==> src/rtl/axi_llc_pkg.sv <==
// Shared LLC definitions used by the data-way arbiter and the cache units.
//   llc_cfg_t        : static LLC configuration record
//   cache_unit_e     : identifiers of the LLC cache units
//   way_arb_state_e  : way-arbiter lock state
//   way_arb_idx_t    : grant index for the default four-requester arbiter
//   beats_per_line() : beats in one cache line for a given configuration
package axi_llc_pkg;

  typedef struct packed {
    int unsigned SetAssociativity;
    int unsigned NumLines;
    int unsigned NumBlocks;
    int unsigned BlockSize;
    int unsigned TagLength;
    int unsigned IndexLength;
    int unsigned BlockOffsetLength;
    int unsigned ByteOffsetLength;
    int unsigned SPMLength;
  } llc_cfg_t;

  typedef enum logic [1:0] {
    READ_UNIT,
    WRITE_UNIT,
    EVICT_UNIT,
    REFILL_UNIT
  } cache_unit_e;

  typedef enum logic {
    ARB_IDLE,
    ARB_LOCKED
  } way_arb_state_e;

  localparam int unsigned WAY_ARB_NUM_REQ = 4;
  typedef logic [$clog2(WAY_ARB_NUM_REQ)-1:0] way_arb_idx_t;

  function automatic int unsigned beats_per_line(input llc_cfg_t cfg);
    return 32'd1 << cfg.BlockOffsetLength;
  endfunction

endpackage

==> src/rtl/axi_llc_way_arb_rr.sv <==
// Round-robin priority search: picks the first asserted valid at or after
// the pointer, wrapping around. Purely combinational.
//   valid_i : request valid per requester
//   ptr_i   : round-robin pointer (highest-priority index), must be < NumReq
//   idx_o   : selected index (0 when nothing is valid)
//   any_o   : at least one valid is asserted
module axi_llc_way_arb_rr #(
  parameter int unsigned NumReq = 4
) (
  input  logic [NumReq-1:0]         valid_i,
  input  logic [$clog2(NumReq)-1:0] ptr_i,
  output logic [$clog2(NumReq)-1:0] idx_o,
  output logic                      any_o
);

  localparam int unsigned IdxW = $clog2(NumReq);
  localparam logic [IdxW:0] NumReqW = (IdxW + 1)'(NumReq);

  // cand_idx[k] is the requester index that has priority rank k this cycle.
  logic [NumReq-1:0][IdxW-1:0] cand_idx;

  for (genvar gi = 0; gi < NumReq; gi++) begin : g_cand
    logic [IdxW:0] sum;
    assign sum = {1'b0, ptr_i} + (IdxW + 1)'(gi);
    assign cand_idx[gi] = (sum >= NumReqW) ? IdxW'(sum - NumReqW) : IdxW'(sum);
  end

  // Scan from lowest priority upwards so the highest-priority hit wins.
  always_comb begin
    idx_o = '0;
    any_o = 1'b0;
    for (int i = NumReq - 1; i >= 0; i--) begin
      if (valid_i[cand_idx[i]]) begin
        idx_o = cand_idx[i];
        any_o = 1'b1;
      end
    end
  end

endmodule

==> src/rtl/axi_llc_way_arb.sv <==
// Data-way request arbiter. Round-robin between the cache units; a request
// flagged as burst keeps the port until a full line of beats is accepted.
// Zero-latency combinational mux with valid/ready handshake.
//   clk_i / rst_ni            : clock, synchronous active-low reset
//   req_i / req_valid_i       : per-requester payload and valid
//   req_burst_i               : first beat starts a full-line burst
//   req_ready_o               : per-requester accept
//   way_inp_o/_valid_o/_ready_i : muxed request towards the data ways
//   gnt_idx_o                 : current grant index (valid with way_inp_valid_o)
//   locked_o                  : burst lock active
//   gnt_cnt_o                 : accepted beats per requester (only with
//                               AXI_LLC_WAY_ARB_PERF_EN defined)
module axi_llc_way_arb
  import axi_llc_pkg::*;
#(
  parameter llc_cfg_t    Cfg       = llc_cfg_t'('0),
  parameter int unsigned NumReq    = 4,
  parameter type         way_inp_t = logic
) (
  input  logic                      clk_i,
  input  logic                      rst_ni,
  input  way_inp_t                  req_i [NumReq],
  input  logic [NumReq-1:0]         req_valid_i,
  input  logic [NumReq-1:0]         req_burst_i,
  output logic [NumReq-1:0]         req_ready_o,
  output way_inp_t                  way_inp_o,
  output logic                      way_inp_valid_o,
  input  logic                      way_inp_ready_i,
  output logic [$clog2(NumReq)-1:0] gnt_idx_o,
`ifdef AXI_LLC_WAY_ARB_PERF_EN
  output logic [NumReq-1:0][31:0]   gnt_cnt_o,
`endif
  output logic                      locked_o
);

  localparam int unsigned IdxW = $clog2(NumReq);
  localparam int unsigned Bol  = Cfg.BlockOffsetLength;
  localparam int unsigned CntW = (Bol > 0) ? Bol : 1;
  localparam logic [CntW-1:0] LastBeat = CntW'((2 ** Bol) - 1);

  typedef logic [IdxW-1:0] idx_t;

  way_arb_state_e  state_reg;
  idx_t            rr_ptr_reg;
  idx_t            lock_idx_reg;
  logic [CntW-1:0] cnt_reg;

  idx_t rr_idx;
  logic rr_any;
  idx_t gnt_idx;
  logic gnt_valid;
  logic handshake;

  function automatic idx_t next_idx(input idx_t i);
    return (int'(i) == int'(NumReq) - 1) ? '0 : i + IdxW'(1);
  endfunction

  axi_llc_way_arb_rr #(
    .NumReq (NumReq)
  ) i_rr (
    .valid_i (req_valid_i),
    .ptr_i   (rr_ptr_reg),
    .idx_o   (rr_idx),
    .any_o   (rr_any)
  );

  // While locked only the burst owner may be served; a dropped valid simply
  // idles the port instead of letting anyone else in.
  assign gnt_idx   = (state_reg == ARB_LOCKED) ? lock_idx_reg : rr_idx;
  assign gnt_valid = (state_reg == ARB_LOCKED) ? req_valid_i[lock_idx_reg] : rr_any;
  assign handshake = gnt_valid & way_inp_ready_i;

  assign way_inp_o       = req_i[gnt_idx];
  assign way_inp_valid_o = gnt_valid;
  assign gnt_idx_o       = gnt_idx;
  assign locked_o        = (state_reg == ARB_LOCKED);

  for (genvar gi = 0; gi < NumReq; gi++) begin : g_ready
    assign req_ready_o[gi] = handshake & (gnt_idx == idx_t'(gi));
  end

  always_ff @(posedge clk_i) begin
    if (!rst_ni) begin
      state_reg    <= ARB_IDLE;
      rr_ptr_reg   <= '0;
      lock_idx_reg <= '0;
      cnt_reg      <= '0;
    end else begin
      unique case (state_reg)
        ARB_IDLE: begin
          if (handshake) begin
            // A one-beat line needs no lock; treat it like a plain request.
            if (req_burst_i[gnt_idx] && (Bol > 0)) begin
              state_reg    <= ARB_LOCKED;
              lock_idx_reg <= gnt_idx;
              cnt_reg      <= CntW'(1);
            end else begin
              rr_ptr_reg <= next_idx(gnt_idx);
            end
          end
        end
        ARB_LOCKED: begin
          if (handshake) begin
            if (cnt_reg == LastBeat) begin
              state_reg  <= ARB_IDLE;
              cnt_reg    <= '0;
              rr_ptr_reg <= next_idx(lock_idx_reg);
            end else begin
              cnt_reg <= cnt_reg + CntW'(1);
            end
          end
        end
        default: state_reg <= ARB_IDLE;
      endcase
    end
  end

`ifdef AXI_LLC_WAY_ARB_PERF_EN
  for (genvar gi = 0; gi < NumReq; gi++) begin : g_perf
    logic [31:0] gnt_cnt_reg;
    always_ff @(posedge clk_i) begin
      if (!rst_ni) begin
        gnt_cnt_reg <= '0;
      end else if (req_ready_o[gi] && (gnt_cnt_reg != '1)) begin
        gnt_cnt_reg <= gnt_cnt_reg + 32'd1;
      end
    end
    assign gnt_cnt_o[gi] = gnt_cnt_reg;
  end
`endif

endmodule

==> config.mk <==
export PLATFORM = sky130hd
export DESIGN_NAME = axi_llc_way_arb
export DESIGN_NICKNAME = d
export VERILOG_FILES = /design/src/rtl/axi_llc_pkg.sv /design/src/rtl/axi_llc_way_arb_rr.sv /design/src/rtl/axi_llc_way_arb.sv
export SDC_FILE = /design/constraint.sdc
export NUM_CORES = 1
export LEC_CHECK = 0
export ABC_CLOCK_PERIOD_IN_PS = 5900
export BUFFER_PORTS_ARGS = -buffer_cell sky130_fd_sc_hd__buf_4
export CELL_PAD_IN_SITES_DETAIL_PLACEMENT = 1
export CELL_PAD_IN_SITES_GLOBAL_PLACEMENT = 1
export CORE_AREA = 2 2 39 41
export CTS_CLUSTER_DIAMETER = 120
export DETAILED_ROUTE_END_ITERATION = 8
export DIE_AREA = 0 0 41 43
export PLACE_DENSITY = 0.74
export SLEW_MARGIN = 15
export SYNTH_ARGS = -nofsm -noshare
export SYNTH_HDL_FRONTEND = slang
export SYNTH_SLANG_ARGS = --single-unit
==> constraint.sdc <==
create_clock -name clk_i -period 5.9 [get_ports clk_i]
set_clock_uncertainty 0.1 [all_clocks]
set_input_delay 1.18 -clock clk_i [delete_from_list [all_inputs] [get_ports clk_i]]
set_output_delay 1.18 -clock clk_i [all_outputs]
set_load 0.02 [all_outputs]
After elaboration in Yosys (flattened, before gate mapping)
Cells that the tools add are included.
Cells by class
  add/sub/neg operators: 9
  magnitude comparators: 9
  eq/ne operators: 7
  muxes and demuxes: 33
  bitwise logic cells: 7
  reduce and logical (&&, ||, !) cells: 4
Operators with widths (count)
  $mux 2: 13
  $mux 1: 14
  $ge 3x3->1 const B: 4
  $lt 2x3->1 const B: 4
  $bmux 1 s2: 5
  $sub 2x1->2 const B: 4
  $add 2x2->3 const B: 2
  $and 1x1->1: 5
  $eq 2x1->1 const B: 2
  $eq 2x2->1 const B: 2
  $ne 2x2->1 const B: 2
  $pmux 2 s2: 1
  $reduce_and 2->1: 2
  $add 2x1->3 const B: 1
  $ge 2x3->1 const B: 1
  $not 2->3: 1
  $reduce_and 3->1: 1
  $add 2x1->2 const B: 1
  $logic_not 2->1: 1
  $ne 2x1->1 const B: 1
  $add 1x1->1 const B: 1
  $not 1->1: 1
Storage, ports and cells
  bits in registers: 4
  input bits: 15
  output and inout bits: 9
  logic and storage cells: 72

Depth between registers and ports, before layout
  depth in word-level cells: 14
  depth in mapped cells: 7
  gate-level depth less buffers: 7

Hierarchy
A second synthesis with hierarchy kept.
Second synthesis, totals
  cell total of the unflattened synthesis: 44
  area, all modules: 324.1 um^2
By module, submodules not included
  axi_llc_way_arb: instances 1, cells each 31, area an instance 246.5 um^2, sequential area each 60.1 um^2
  axi_llc_way_arb_rr: instances 1, cells each 13, area an instance 77.6 um^2, sequential area each 0.0 um^2

Worst setup path after synthesis
No wires, ideal clock.
  path type: input port to output port
  from: in req_valid_i[1]
  to: out req_ready_o[1]
  arrival time: 2.492 ns
  data required time: 4.620 ns
  slack: 2.128 ns
  stages on the path: 6
  buffers on the path: 0
  cell sequence: o211ai_1 a21oi_1 nor3_2 inv_1 ha_1 and3_1
Between the ends
  cells in the longest elaborated chain, start to end: 9
  elaborated cells on any way between the ends: 21
  classes of those cells: 1 x eq/ne; 18 x mux; 2 x bitwise
RTL lines
  start: declaration: line axi_llc_way_arb.sv:23  | input logic [NumReq-1:0] req_valid_i,
  $bmux 1 s2: line axi_llc_way_arb_rr.sv:33  | if (valid_i[cand_idx[i]]) begin
  $mux 1 (not written as such): line axi_llc_way_arb_rr.sv:33
  $mux 2 (3 in a row): line axi_llc_way_arb_rr.sv:33
  $mux 2 (*): line axi_llc_way_arb_rr.sv:33
  $mux 2 (*): line axi_llc_way_arb.sv:69  | assign gnt_idx = (state_reg == ARB_LOCKED) ? lock_idx_reg : rr_idx;
  net gnt_idx_o[1]: line axi_llc_way_arb.sv:29  | output logic [$clog2(NumReq)-1:0] gnt_idx_o,
  $eq 2x1->1 (*): line axi_llc_way_arb.sv:79  | assign req_ready_o[gi] = handshake & (gnt_idx == idx_t'(gi));
  $and 1x1->1 (*): line axi_llc_way_arb.sv:79
  end: declaration: line axi_llc_way_arb.sv:25  | output logic [NumReq-1:0] req_ready_o,
Mark *: on every way through the listed nets, which the timed path passes. The rest lies on a longest branch. The select of a mux whose other input is x is not followed.

Final worst setup path
  from: in req_valid_i[1]
  to: out req_ready_o[1]
Between the ends
  cells in the longest elaborated chain, start to end: 9
  elaborated cells on any way between the ends: 21
  classes of those cells: 1 x eq/ne; 18 x mux; 2 x bitwise
RTL lines (line)
  $bmux 1 s2: axi_llc_way_arb_rr.sv:33
  $mux 1 (not written as such): axi_llc_way_arb_rr.sv:33
  $mux 2 / $mux 1 (equally long branches) (4 in a row): axi_llc_way_arb_rr.sv:33
  $mux 2 / $mux 1 (equally long branches): axi_llc_way_arb.sv:69, axi_llc_way_arb.sv:70
  $eq 2x1->1 / $and 1x1->1 (equally long branches): axi_llc_way_arb.sv:79, axi_llc_way_arb.sv:71
  $and 1x1->1 (*): axi_llc_way_arb.sv:79
Every way passes the cells marked *; elsewhere a longest branch is shown, timed or not. The select of a mux whose other input is x is not followed.

==> metrics <==
relative slew slack=71.2%; final hold viol count=0; Hold Slack=390 ps; worst r2r src=rr_ptr_reg[1]; CP dominant cell by count=buf_4; IO Pins=24; die area=1760 um^2; Total GRT Usage=12.5%; synth unique cells=22; Slowest cell on crit path=nor3_2; CP startpoint kind=primary input; critical path peak fanout=6; H-Tree Depth=1; Seq/Total Area, Yosys=17.6%; CP Buf/Inv Count=3; Max Slew Vio Count=0; delay-heaviest family, CP=simple AND/OR/NAND/NOR gates; clock tree buffer depth=2; xor and xnor area share after synthesis=0%; postcts setup bufs=0; hold path cells=2; Clk pin slew, worst setup/hold paths=40 ps; via count=363; fin crit share=66.3%; CTS tree=done; post-CTS sizing=0; Compound-Gate Fraction of Synth Area=32.0%; Skew-Pair Late Insertion Delay=230 ps; Synth Area in Simple Gates=25.0%; antenna violations before repair=0; Core ar.=1380 um^2; RSZ-0062 raised after global routing=no; post-layout min period=3910 ps; area share of the largest cell type after synthesis=17.6%; number of global-route vias before repair=371; DP Worst Slack=1950 ps; first-pass GRT wire length=1.52 mm; Final setup viols=0; FF-to-FF End=rr_ptr_reg[1]; mux cell area share after synthesis=2.94%; CP Class=in2out; HPWL after DPL=739 um; max FFs per register=2; max incr delay on CP=390 ps; mapped cell area=340 um^2; hold wc startpoint=rr_ptr_reg[0]; status=finished clean; Hold Path Class=reg2reg; Worst EP arrival=2630 ps; CP Capture Type=primary output; # rows=14; Avg WL per Cell=11.3 um; Initial Util=24.6%; DRC=0; count of nets after finishing=84; worst vdd ir=0.000129 V; Pwr Density=202 nW/um^2; layout cells sized above 1=45.3%; hold worst-path end=rr_ptr_reg[0]; Adder-Cell Fraction of Synth Area=14.7%; largest family of logic cells by synthesized area=compound AO/OA/AOI/OAI gates; CTS root buf=clkbuf_4; Pre-antenna DRT Iters=4; worst path required time=4620 ps; Synth Area per Inst=8.30 um^2; synthesized net count=60; Placer Congestion=0.644; placed inst area=503 um^2; Synth area leader=dfxtp_1; design area=529 um^2; total gr overflow=0; worst-case reg-to-reg path depth=7; crit-path cells=buf_4 -> o211ai_1 -> a21oi_1 -> nor3_2 -> inv_1 -> ha_1 -> and3_1 -> buf_4; post-synthesis instance total=41; Antenna Cells=0; PnR Total Power=107 uW; Hold-fix buffers, CTS=0; R2R Setup Slk=3870 ps; area grow syn2layout=55.5%; Vias/cell=4.54; Yosys reg bits=3; CTS buffer count=3; leakage=0.269 nW; clock sink count=3; top cells by area, synth=dfxtp_1 18%, ha_1 15%, and3_1 9.2%; setup ws final=1990 ps; number of buffers added on ports=19; die width=41 um; Sum Neg Setup Slack=0 ps; Least-Margin Pin Slew=430 ps; ANT nets after route=0; Max Cap Violations=0; starting DRC count in detailed routing=4; Die Y=43 um; fmax=0.255 GHz; routed wire length=900 um; YS warnings=0; largest net degree at the start of global routing=9
[Yosys cell counts]
cell,n
nor3_1,1
a21oi_1,3
nand2_2,1
ha_1,4
o211ai_1,1
nand2_1,2
a22oi_2,1
and3_1,5
o221ai_1,1
nand2b_1,1
a21boi_1,2
a211oi_4,1
nor2_1,1
nor3_2,1
o211ai_2,1
or3_1,1
dfxtp_1,3
mux2i_1,1
nand2b_2,1
o21ai_2,1
inv_1,7
a211o_1,1
[worst register-to-register path: cells and delay by family (launching register included)]
family	cells	cell delay, ps
adder cells (fa/ha/maj)	1	300
flip-flops	1	340
buffers and inverters	1	120
AO/OA/AOI/OAI	3	360
AND/OR/NAND/NOR	2	750
[worst max-delay path by stage]
stage	to	slack [ps]	cells after the start	startpoint
global route	req_ready_o[1]	1860	8	req_valid_i[1]
global placement	req_ready_o[1]	1970	8	req_valid_i[1]
detailed placement	req_ready_o[1]	1950	8	req_valid_i[1]
finish	req_ready_o[1]	1990	8	req_valid_i[1]
CTS	req_ready_o[1]	1940	8	req_valid_i[1]
floorplan	req_ready_o[1]	2130	6	req_valid_i[1]
[stage by stage]
step                utilization, %  cells
floorplan                        -     41
global placement              36.3     76
detailed placement            36.3     76
CTS                           38.2     80
global route                  38.2     80
finish                        38.2     80
[layout by cell type (no fill, tap or decap), drive strengths merged]
cell type	count
o211ai	2
nand2	3
a211o	1
a22oi	1
clkbuf	4
a211oi	1
a21oi	3
a21boi	2
or3	1
nand2b	2
dfxtp	3
nor3	2
o21ai	1
and3	5
o221ai	1
buf	19
nor2	1
inv	7
ha	4
mux2i	1
[final cells by class]
class                           count  area, um^2
Timing Repair Buffer               19         143
Inverter                            7        26.3
Clock buffer                        4        26.3
Sequential cell                     3        60.1
Tap cell                           16        20.0
Multi-Input combinational cell     31         254
Fill cell                         168         855
[where the power goes]
part           internal, mW  switching (mW)  leakage [nW]  total [mW]
registers            0.0219         0.00167        0.0245      0.0236
logic                0.0228          0.0254         0.229      0.0482
clock network        0.0253         0.00999        0.0150      0.0353
total                0.0700          0.0371         0.269       0.107
[cell families after synthesis]
group           Yosys count
fa+ha+maj                 4
buf+inv                   7
flops                     3
simple gates             14
mux                       1
compound gates           12
[per-layer routing]
metal	global-route usage [%]	part of all wire [%]	up-vias
li1	-	-	192
met1	15.0	41	165
met2	20.6	55	6
met3	4.71	3.9	0
met4	2.00	0	0
met5	0	0	-
(Power assumes the default switching activity.)
